## src/rtl/pusch_mod_pkg.sv

```systemverilog
// Shared constants, modulation codes and FSM state type for the PUSCH modulation mapper.
// Optional macro PUSCH_PI2_BPSK_EN enables pi/2-BPSK on mod_order code 4.
package pusch_mod_pkg;

  localparam int DATA_WIDTH = 18;
  localparam int MAX_SC     = 1200;

  localparam logic [2:0] MOD_QPSK    = 3'd0;
  localparam logic [2:0] MOD_16QAM   = 3'd1;
  localparam logic [2:0] MOD_64QAM   = 3'd2;
  localparam logic [2:0] MOD_256QAM  = 3'd3;
  localparam logic [2:0] MOD_PI2BPSK = 3'd4;

  localparam int AMP_QPSK   = 91;
  localparam int AMP_16QAM  = 40;
  localparam int AMP_64QAM  = 20;
  localparam int AMP_256QAM = 10;

  typedef enum logic [2:0] {
    IDLE,
    COLLECT,
    EMIT,
    DONE,
    SWITCH
  } state_t;

  // Unsupported codes fall back to QPSK's two bits per symbol.
  function automatic logic [3:0] bits_per_sym(input logic [2:0] ord);
    case (ord)
      MOD_16QAM:   return 4'd4;
      MOD_64QAM:   return 4'd6;
      MOD_256QAM:  return 4'd8;
`ifdef PUSCH_PI2_BPSK_EN
      MOD_PI2BPSK: return 4'd1;
`endif
      default:     return 4'd2;
    endcase
  endfunction

endpackage

```

## src/rtl/pusch_qam_lut.sv

```systemverilog
// Combinational bit-group to {I,Q} constellation mapper (b0 in bits[0]).
// Optional macro PUSCH_PI2_BPSK_EN enables pi/2-BPSK on mod_order code 4.
module pusch_qam_lut #(
  parameter int DATA_WIDTH = 18
) (
  input  logic [7:0]            bits,
  input  logic [2:0]            order,
  input  logic                  idx_odd,
  output logic [DATA_WIDTH-1:0] iq
);
  import pusch_mod_pkg::*;

  localparam int HALF = DATA_WIDTH / 2;

  logic signed [HALF-1:0] i_lvl;
  logic signed [HALF-1:0] q_lvl;

  function automatic int sgn(input logic b);
    return b ? -1 : 1;
  endfunction

  // b[0] is the sign bit of the axis, b[3:1] refine the amplitude.
  function automatic logic signed [HALF-1:0] level(input logic [2:0] ord, input logic [3:0] b);
    case (ord)
      MOD_16QAM:  return HALF'(sgn(b[0]) * (2 - sgn(b[1])) * AMP_16QAM);
      MOD_64QAM:  return HALF'(sgn(b[0]) * (4 - sgn(b[1]) * (2 - sgn(b[2]))) * AMP_64QAM);
      MOD_256QAM: return HALF'(sgn(b[0]) * (8 - sgn(b[1]) * (4 - sgn(b[2]) * (2 - sgn(b[3])))) * AMP_256QAM);
      default:    return HALF'(sgn(b[0]) * AMP_QPSK);
    endcase
  endfunction

  always_comb begin
    i_lvl = level(order, {bits[6], bits[4], bits[2], bits[0]});
    q_lvl = level(order, {bits[7], bits[5], bits[3], bits[1]});
`ifdef PUSCH_PI2_BPSK_EN
    if (order == MOD_PI2BPSK) begin
      q_lvl = HALF'(sgn(bits[0]) * AMP_QPSK);
      i_lvl = idx_odd ? -q_lvl : q_lvl;
    end
`endif
  end

  assign iq = {i_lvl, q_lvl};

`ifndef PUSCH_PI2_BPSK_EN
  logic unused_idx;
  assign unused_idx = idx_odd;
`endif

endmodule

```

## src/rtl/pusch_mod_mapper.sv

```systemverilog
// PUSCH modulation mapper: collects scrambled bits, emits one mapped symbol per group.
// Optional macro PUSCH_PI2_BPSK_EN enables pi/2-BPSK on mod_order code 4.
module pusch_mod_mapper #(
  parameter int DATA_WIDTH = 18,
  parameter int MAX_SC     = 1200
) (
  input  logic                  CLK,
  input  logic                  RST,
  input  logic                  sym_start,
  input  logic [2:0]            mod_order,
  input  logic [10:0]           num_sc,
  input  logic                  bit_in,
  input  logic                  bit_valid,
  output logic                  bit_ready,
  output logic [DATA_WIDTH-1:0] data_out,
  output logic                  write_enable,
  output logic                  Mod_Valid_OUT,
  output logic [10:0]           write_addr,
  output logic [10:0]           Last_addr,
  output logic                  MOD_DONE,
  output logic                  PINGPONG_SWITCH
);
  import pusch_mod_pkg::*;

  localparam logic [10:0] MAX_SC_W = 11'(MAX_SC);

  state_t                state;
  logic [2:0]            order_r;
  logic [10:0]           nsc_r;
  logic [10:0]           sym_cnt;
  logic [2:0]            bit_cnt;
  logic [7:0]            bits;
  logic [7:0]            grp;
  logic [3:0]            qm;
  logic [DATA_WIDTH-1:0] lut_iq;

  assign qm            = bits_per_sym(order_r);
  assign bit_ready     = (state == COLLECT);
  assign Mod_Valid_OUT = write_enable;

  // The incoming bit is merged so the final bit of a group maps in the cycle it arrives.
  always_comb begin
    grp          = bits;
    grp[bit_cnt] = bit_in;
  end

  pusch_qam_lut #(.DATA_WIDTH(DATA_WIDTH)) u_lut (
    .bits    (grp),
    .order   (order_r),
    .idx_odd (sym_cnt[0]),
    .iq      (lut_iq)
  );

  always_ff @(posedge CLK or negedge RST) begin
    if (!RST) begin
      state           <= IDLE;
      order_r         <= '0;
      nsc_r           <= '0;
      sym_cnt         <= '0;
      bit_cnt         <= '0;
      bits            <= '0;
      data_out        <= '0;
      write_enable    <= 1'b0;
      write_addr      <= '0;
      Last_addr       <= '0;
      MOD_DONE        <= 1'b0;
      PINGPONG_SWITCH <= 1'b0;
    end else begin
      case (state)
        IDLE: begin
          if (sym_start && (num_sc != '0) && (num_sc <= MAX_SC_W)) begin
            order_r <= mod_order;
            nsc_r   <= num_sc;
            sym_cnt <= '0;
            bit_cnt <= '0;
            state   <= COLLECT;
          end
        end
        COLLECT: begin
          if (bit_valid) begin
            bits <= grp;
            if ({1'b0, bit_cnt} == qm - 4'd1) begin
              bit_cnt      <= '0;
              data_out     <= lut_iq;
              write_enable <= 1'b1;
              write_addr   <= sym_cnt + 11'd1;
              sym_cnt      <= sym_cnt + 11'd1;
              state        <= EMIT;
            end else begin
              bit_cnt <= bit_cnt + 3'd1;
            end
          end
        end
        EMIT: begin
          write_enable <= 1'b0;
          data_out     <= '0;
          if (sym_cnt < nsc_r) begin
            state <= COLLECT;
          end else begin
            MOD_DONE  <= 1'b1;
            Last_addr <= nsc_r;
            state     <= DONE;
          end
        end
        DONE: begin
          MOD_DONE        <= 1'b0;
          PINGPONG_SWITCH <= 1'b1;
          state           <= SWITCH;
        end
        SWITCH: begin
          PINGPONG_SWITCH <= 1'b0;
          state           <= IDLE;
        end
        default: state <= IDLE;
      endcase
    end
  end

endmodule

```

## config.mk

```make
export PLATFORM = sky130hd
export DESIGN_NAME = pusch_mod_mapper
export DESIGN_NICKNAME = d
export VERILOG_FILES = /design/src/rtl/pusch_mod_pkg.sv /design/src/rtl/pusch_qam_lut.sv /design/src/rtl/pusch_mod_mapper.sv
export SDC_FILE = /design/constraint.sdc
export NUM_CORES = 1
export LEC_CHECK = 0
export CORE_MARGIN = 5
export CORE_UTILIZATION = 54
export CTS_BUF_LIST = sky130_fd_sc_hd__clkbuf_4 sky130_fd_sc_hd__clkbuf_8
export CTS_CLUSTER_SIZE = 40
export DETAILED_ROUTE_END_ITERATION = 12
export DONT_BUFFER_PORTS = 1
export GPL_TIMING_DRIVEN = 1
export PLACE_DENSITY = 0.69
export SYNTH_ARGS = -nofsm -noshare
export SYNTH_HDL_FRONTEND = slang
export SYNTH_HIERARCHICAL = 1
export SYNTH_SLANG_ARGS = --single-unit
```

## constraint.sdc

```tcl
create_clock -name CLK -period 13.41 [get_ports CLK]
set_input_delay 2.0115 -clock CLK [delete_from_list [all_inputs] [get_ports CLK]]
set_output_delay 2.0115 -clock CLK [all_outputs]
set_load 0.05 [all_outputs]
```

Word level (Yosys, flattened, before mapping)
Index checks and enable logic that the tools add are counted.
Word-level totals
  register bits: 82
  output and inout port bits: 45
  logic and storage cells: 118
Operators by class
  add/subtract/negate cells: 15
  $mul: 20
  magnitude comparators: 4
  equal/unequal tests: 12
  mux-type cells: 36
  bitwise gates (word level): 1
  reductions and logical operators: 18
Operators with widths (number)
  $mul A32 B32 Y32: 12
  $mux W32: 8
  $sub A3 B32 Y32 const A: 6
  $sub A4 B32 Y32 const A: 4
  $mul A32 B4 Y6 const B: 2
  $mul A32 B4 Y7 const B: 2
  $mul A32 B4 Y8 const B: 2
  $mul A32 B8 Y9 const B: 2
  $sub A5 B32 Y32 const A: 2
  $pmux W9 S3: 2
  $mux W18: 2
  $pmux W18 S2: 1
  $mux W11: 3
  $pmux W11 S2: 1
  $mux W3: 6
  $eq A3 B2 Y1 const B: 4
  $pmux W3 S4: 1
  $pmux W4 S3: 1
  $reduce_and A3 Y1: 4
  $add A11 B1 Y11 const B: 1
  $le A11 B11 Y1 const B: 1
  $lt A11 B11 Y1: 1
  $reduce_bool A11 Y1: 1
  $bwmux W8: 1
  other kinds (20): 36

Longest topological paths before layout
  word-level depth: 17
  mapped depth: 39
  gate-level depth less buffers: 38

Modules after synthesis
Netlist, hierarchy kept.
By module, submodules not included
  pusch_qam_lut: instances 1, cells each 576, area an instance 5033.6 µm², seq. area each 0.0 µm²
  pusch_mod_mapper: instances 1, cells each 377, area an instance 3852.4 µm², seq. area each 2052.0 µm²

Worst setup path before layout
Ideal clock, no wire load.
  path type: input -> register
  from: input bit_in
  to: register data_out[8]
  library setup time: 0.083 ns
  data arrival time: 10.185 ns
  slack: 3.142 ns
  stages: 35
  cells stage by stage: mux2_2 ha_1 inv_1 ha_1 fa_1 inv_1 fa_1 inv_1 ha_1 ha_1 ha_1 ha_1 fa_1 inv_1 ha_1 and2_1 ha_1 a21o_1 fa_1 fa_1 ha_1 ha_1 ha_1 ha_1 xor2_1 ha_1 xor2_1 xnor2_1 xnor2_1 xnor2_1 xnor3_1 xnor2_1 o21ai_1 inv_1 o21ai_0
On the way
  word-level cells in the longest chain between the ends: 13
  elaborated cells on any way between the ends: 25
  classes of those cells: 6 x add/sub; 10 x mul; 9 x mux
RTL lines
  from (decl): line pusch_mod_mapper.sv:12  | input logic bit_in,
  $bwmux W8 *: line pusch_mod_mapper.sv:44  | grp[bit_cnt] = bit_in;
  $mux W32: line pusch_qam_lut.sv:19  | return b ? -1 : 1;
  $sub A3 B32 Y32: line pusch_qam_lut.sv:27  | MOD_256QAM: return HALF'(sgn(b[0]) * (8 - sgn(b[1]) * (4 - sgn(b[2]) * (2 - sgn(b[3])))) * AMP_256QAM);
  $mul A32 B32 Y32: line pusch_qam_lut.sv:27
  $sub A4 B32 Y32: line pusch_qam_lut.sv:27
  $mul A32 B32 Y32: line pusch_qam_lut.sv:27
  $sub A5 B32 Y32: line pusch_qam_lut.sv:27
  $mul A32 B32 Y32: line pusch_qam_lut.sv:27
  $mul A32 B4 Y8: line pusch_qam_lut.sv:27
  $pmux W9 S3 *: line pusch_qam_lut.sv:24  | case (ord)
  named net lut_iq[8]: line pusch_mod_mapper.sv:35  | logic [DATA_WIDTH-1:0] lut_iq;
  $mux W18 *: line pusch_mod_mapper.sv:82  | if ({1'b0, bit_cnt} == qm - 4'd1) begin
  $mux W18 *: line pusch_mod_mapper.sv:80  | if (bit_valid) begin
  $pmux W18 S2 *: line pusch_mod_mapper.sv:69  | case (state)
  to (signal assigned): line pusch_mod_mapper.sv:84  | data_out <= lut_iq;
  to (decl): line pusch_mod_mapper.sv:15  | output logic [DATA_WIDTH-1:0] data_out,
The timed path passes the listed nets; every way through them passes the cells marked *. The select of a mux whose other input is x is not followed.
A chain may end at the register's enable or synchronous reset.

Final worst setup path
Same ends and word-level chain as after synthesis.

==> out/summary.txt <==
Post-Layout Cell Count = 1163
Worst slew pin tran = 0.953 ns
Gr ovfl total = 0
Pin count of the biggest net entering global routing = 83
Cells after synthesis = 953
Ys async rst share = 100%
Chip height = 138 um
Setup TNS = 0 ns
WL/cell = 14.9 um
Layout cells sized above 1 = 5.51%
Largest area contributor in the netlist = dfrtp_1
Hold Path Class = reg -> reg
Syn. warnings = 6
First-pass GRT wire length = 30.5 mm
Fin. Hold Viols = 0
CP Data Required Time = 13.63 ns
Critical Path Sink Type = flip-flop
Die W = 138 um
Nets = 1165
Syn-to-layout area delta = 4.20%
Hold_buf cts = 0
Post-route ant nets = 0
Die ar. = 19100 um^2
Dpl hpwl = 13.8 mm
Clock Latency Late Sink = 0.36 ns
Synth top area cells = dfrtp_1 (23%), ha_1 (22%), fa_1 (12%)
Period utilization = 76.8%
RD Place Congestion = 0.821
Main flop type after synthesis = dfrtp_1
Register area share after synthesis = 23.1%
Fmax = 97.1 MHz
Antenna violations before repair = 0
R2R depth = 36
Via-to-Cell Ratio = 5.28
CORE AREA = 16300 um^2
Max Cap Viol = 0
Core Util, Final = 56.6%
Crit path time final = 10.30 ns
Crit start category = input pin
Clock transition at the registers of the reported paths = 0.09 ns
Setup Skew = 0.0158 ns
Critical path class = in -> reg
Hold depth = 2
Initial core utilization = 54.4%
Vias after detailed routing = 6136
Total wire length = 17.3 mm
Yosys top cell area share = 23.1%
Post-synth EDFFs = 0
CP max stage cell = fa_1
RSZ-0062 raised after global routing = false
Crit path arrival time = 10.52 ns
Avg Inst Size Synth = 9.32 um^2
Cell Rows = 47
Number of placed instances, taps included = 1147
# setup viols final = 0
CTS tree = done
Cell repeated most along the worst path = ha_1
Detailed Route Iter0 Violations = 425
# DRC = 0
Post-synthesis register bit count = 82
Root Driver = clkbuf_8
Status = complete, no violations
Mapped Area = 8890 um^2
Buffer count from post-CTS setup fixing = 0
IO Count = 64
Synth cell types = 58
Worst slew margin = 36.5%
Vias in the first global route = 6179
CTS Buffer Depth = 2
Fin. max-slew vios = 0
CP peak stage delay = 0.55 ns
Clock sink total = 82
# diodes = 0
Number of buffers created by CTS = 9
CP max FO = 12
CTS H-tree depth = 3
GRT Overall Usage = 18.9%
PortBufs = 0
DRT Pass-1 Iters = 5
Post-CTS Resized = 0
## metrics by stage
stage	worst slack (ns)	hold WS, ns	area, um^2
after floorplan	3.14	0.440	8900
after global placement	2.83	0.455	9030
after detailed placement	2.73	0.459	9030
after CTS	3.10	0.476	9260
after global routing	2.62	0.506	9260
final	3.11	0.471	9260
## logic make-up after synthesis
kind of cell	count (synthesis)	synth area share, %
AOI/OAI and AO/OA	153	10.9
xor gates and xnor gates	99	10.2
adders and majority gates	208	33.7
DFF	82	23.1
muxes	29	3.65
other	1	0.0422
and+or+nand+nor	193	10.2
buffers and inverters	188	8.34
## final cells by class
class / instances / area, um^2
Clock buffer: 11 / 139
Clock inverter: 5 / 86.3
Fill cell: 1497 / 7090
Inverter: 158 / 593
Multi-Input combinational cell: 686 / 6110
Sequential cell: 82 / 2050
Tap cell: 220 / 275
Timing Repair Buffer: 1 / 7.51
## per-layer routing
metal | up-vias | part of all wire (%) | track usage (%)
met1 | 2937 | 49 | 27.2
met3 | 11 | 4.6 | 3.52
met2 | 103 | 45 | 30.4
li1 | 3085 | - | -
met5 | - | 0 | 0
met4 | 0 | 0.77 | 2.96
## final timing paths
check / start / end / slack (ns)
setup / recovery: bit_in / data_out[8] / 3.11
hold / removal: bits[2] / bits[2] / 0.47
setup reg to reg: bit_cnt[2] / data_out[17] / 3.92
hold reg to reg: bits[2] / bits[2] / 0.47
max in group asynchronous: RST / write_addr[9] / 11.95
min in group asynchronous: RST / Last_addr[4] / 1.33
## state kept, by name, indices dropped and copies added, names as in the netlist, 8 cells and up
signal      cells
data_out       18
sym_cnt        11
bits            8
write_addr     11
nsc_r          11
Last_addr      11
## critical path: cells and delay by family
kind                     cells  cell delay [ns]
AND/OR/NAND/NOR              1             0.17
XOR/XNOR                     7             1.39
buffers and inverters        5             0.34
multiplexers                 1             0.36
AO/OA/AOI/OAI                3             0.34
adder cells (fa/ha/maj)     18             5.92
## cells in the final DEF, fill, tap and decap left out, drive strengths merged, types with 5 or more instances in the layout
cell    netlist  layout
xor2         22      22
nor3          7       7
o21ai        54      54
a21o         34      34
a22oi         5       5
inv         158     159
nand3        25      25
nor2         38      38
a21oi        32      32
nand2b        9       9
xnor2        75      75
dfrtp        82      82
nand2        77      77
fa           52      52
ha          156     156
mux2i         5       5
nor2b         9       9
clkbuf       14      11
mux2         24      24
and2          7       7
## cell usage after synthesis (2+ instances only)
library cell  number
a211oi_1           4
a21o_1            31
a21o_2             3
a21oi_1           32
a221oi_1           2
a222oi_1           2
a22o_1             2
a22oi_1            5
a31oi_1            2
a32oi_1            2
and2_1             7
and3_1             4
buf_2             10
buf_4              4
clkbuf_1          14
dfrtp_1           82
fa_1              52
ha_1             156
inv_1            156
inv_2              2
mux2_2            24
mux2i_1            4
nand2_1           77
nand2b_1           9
nand3_1           25
nand4_1            3
nor2_1            38
nor2b_1            9
nor3_1             7
nor3b_1            3
nor4_1             4
o21ai_0           49
o21ai_1            5
o22ai_1            4
or3_1              2
xnor2_1           74
xnor3_1            2
xor2_1            22
Power is not shown: default switching activity piles up to over one toggle a cycle in this logic, so the estimate is an artifact.
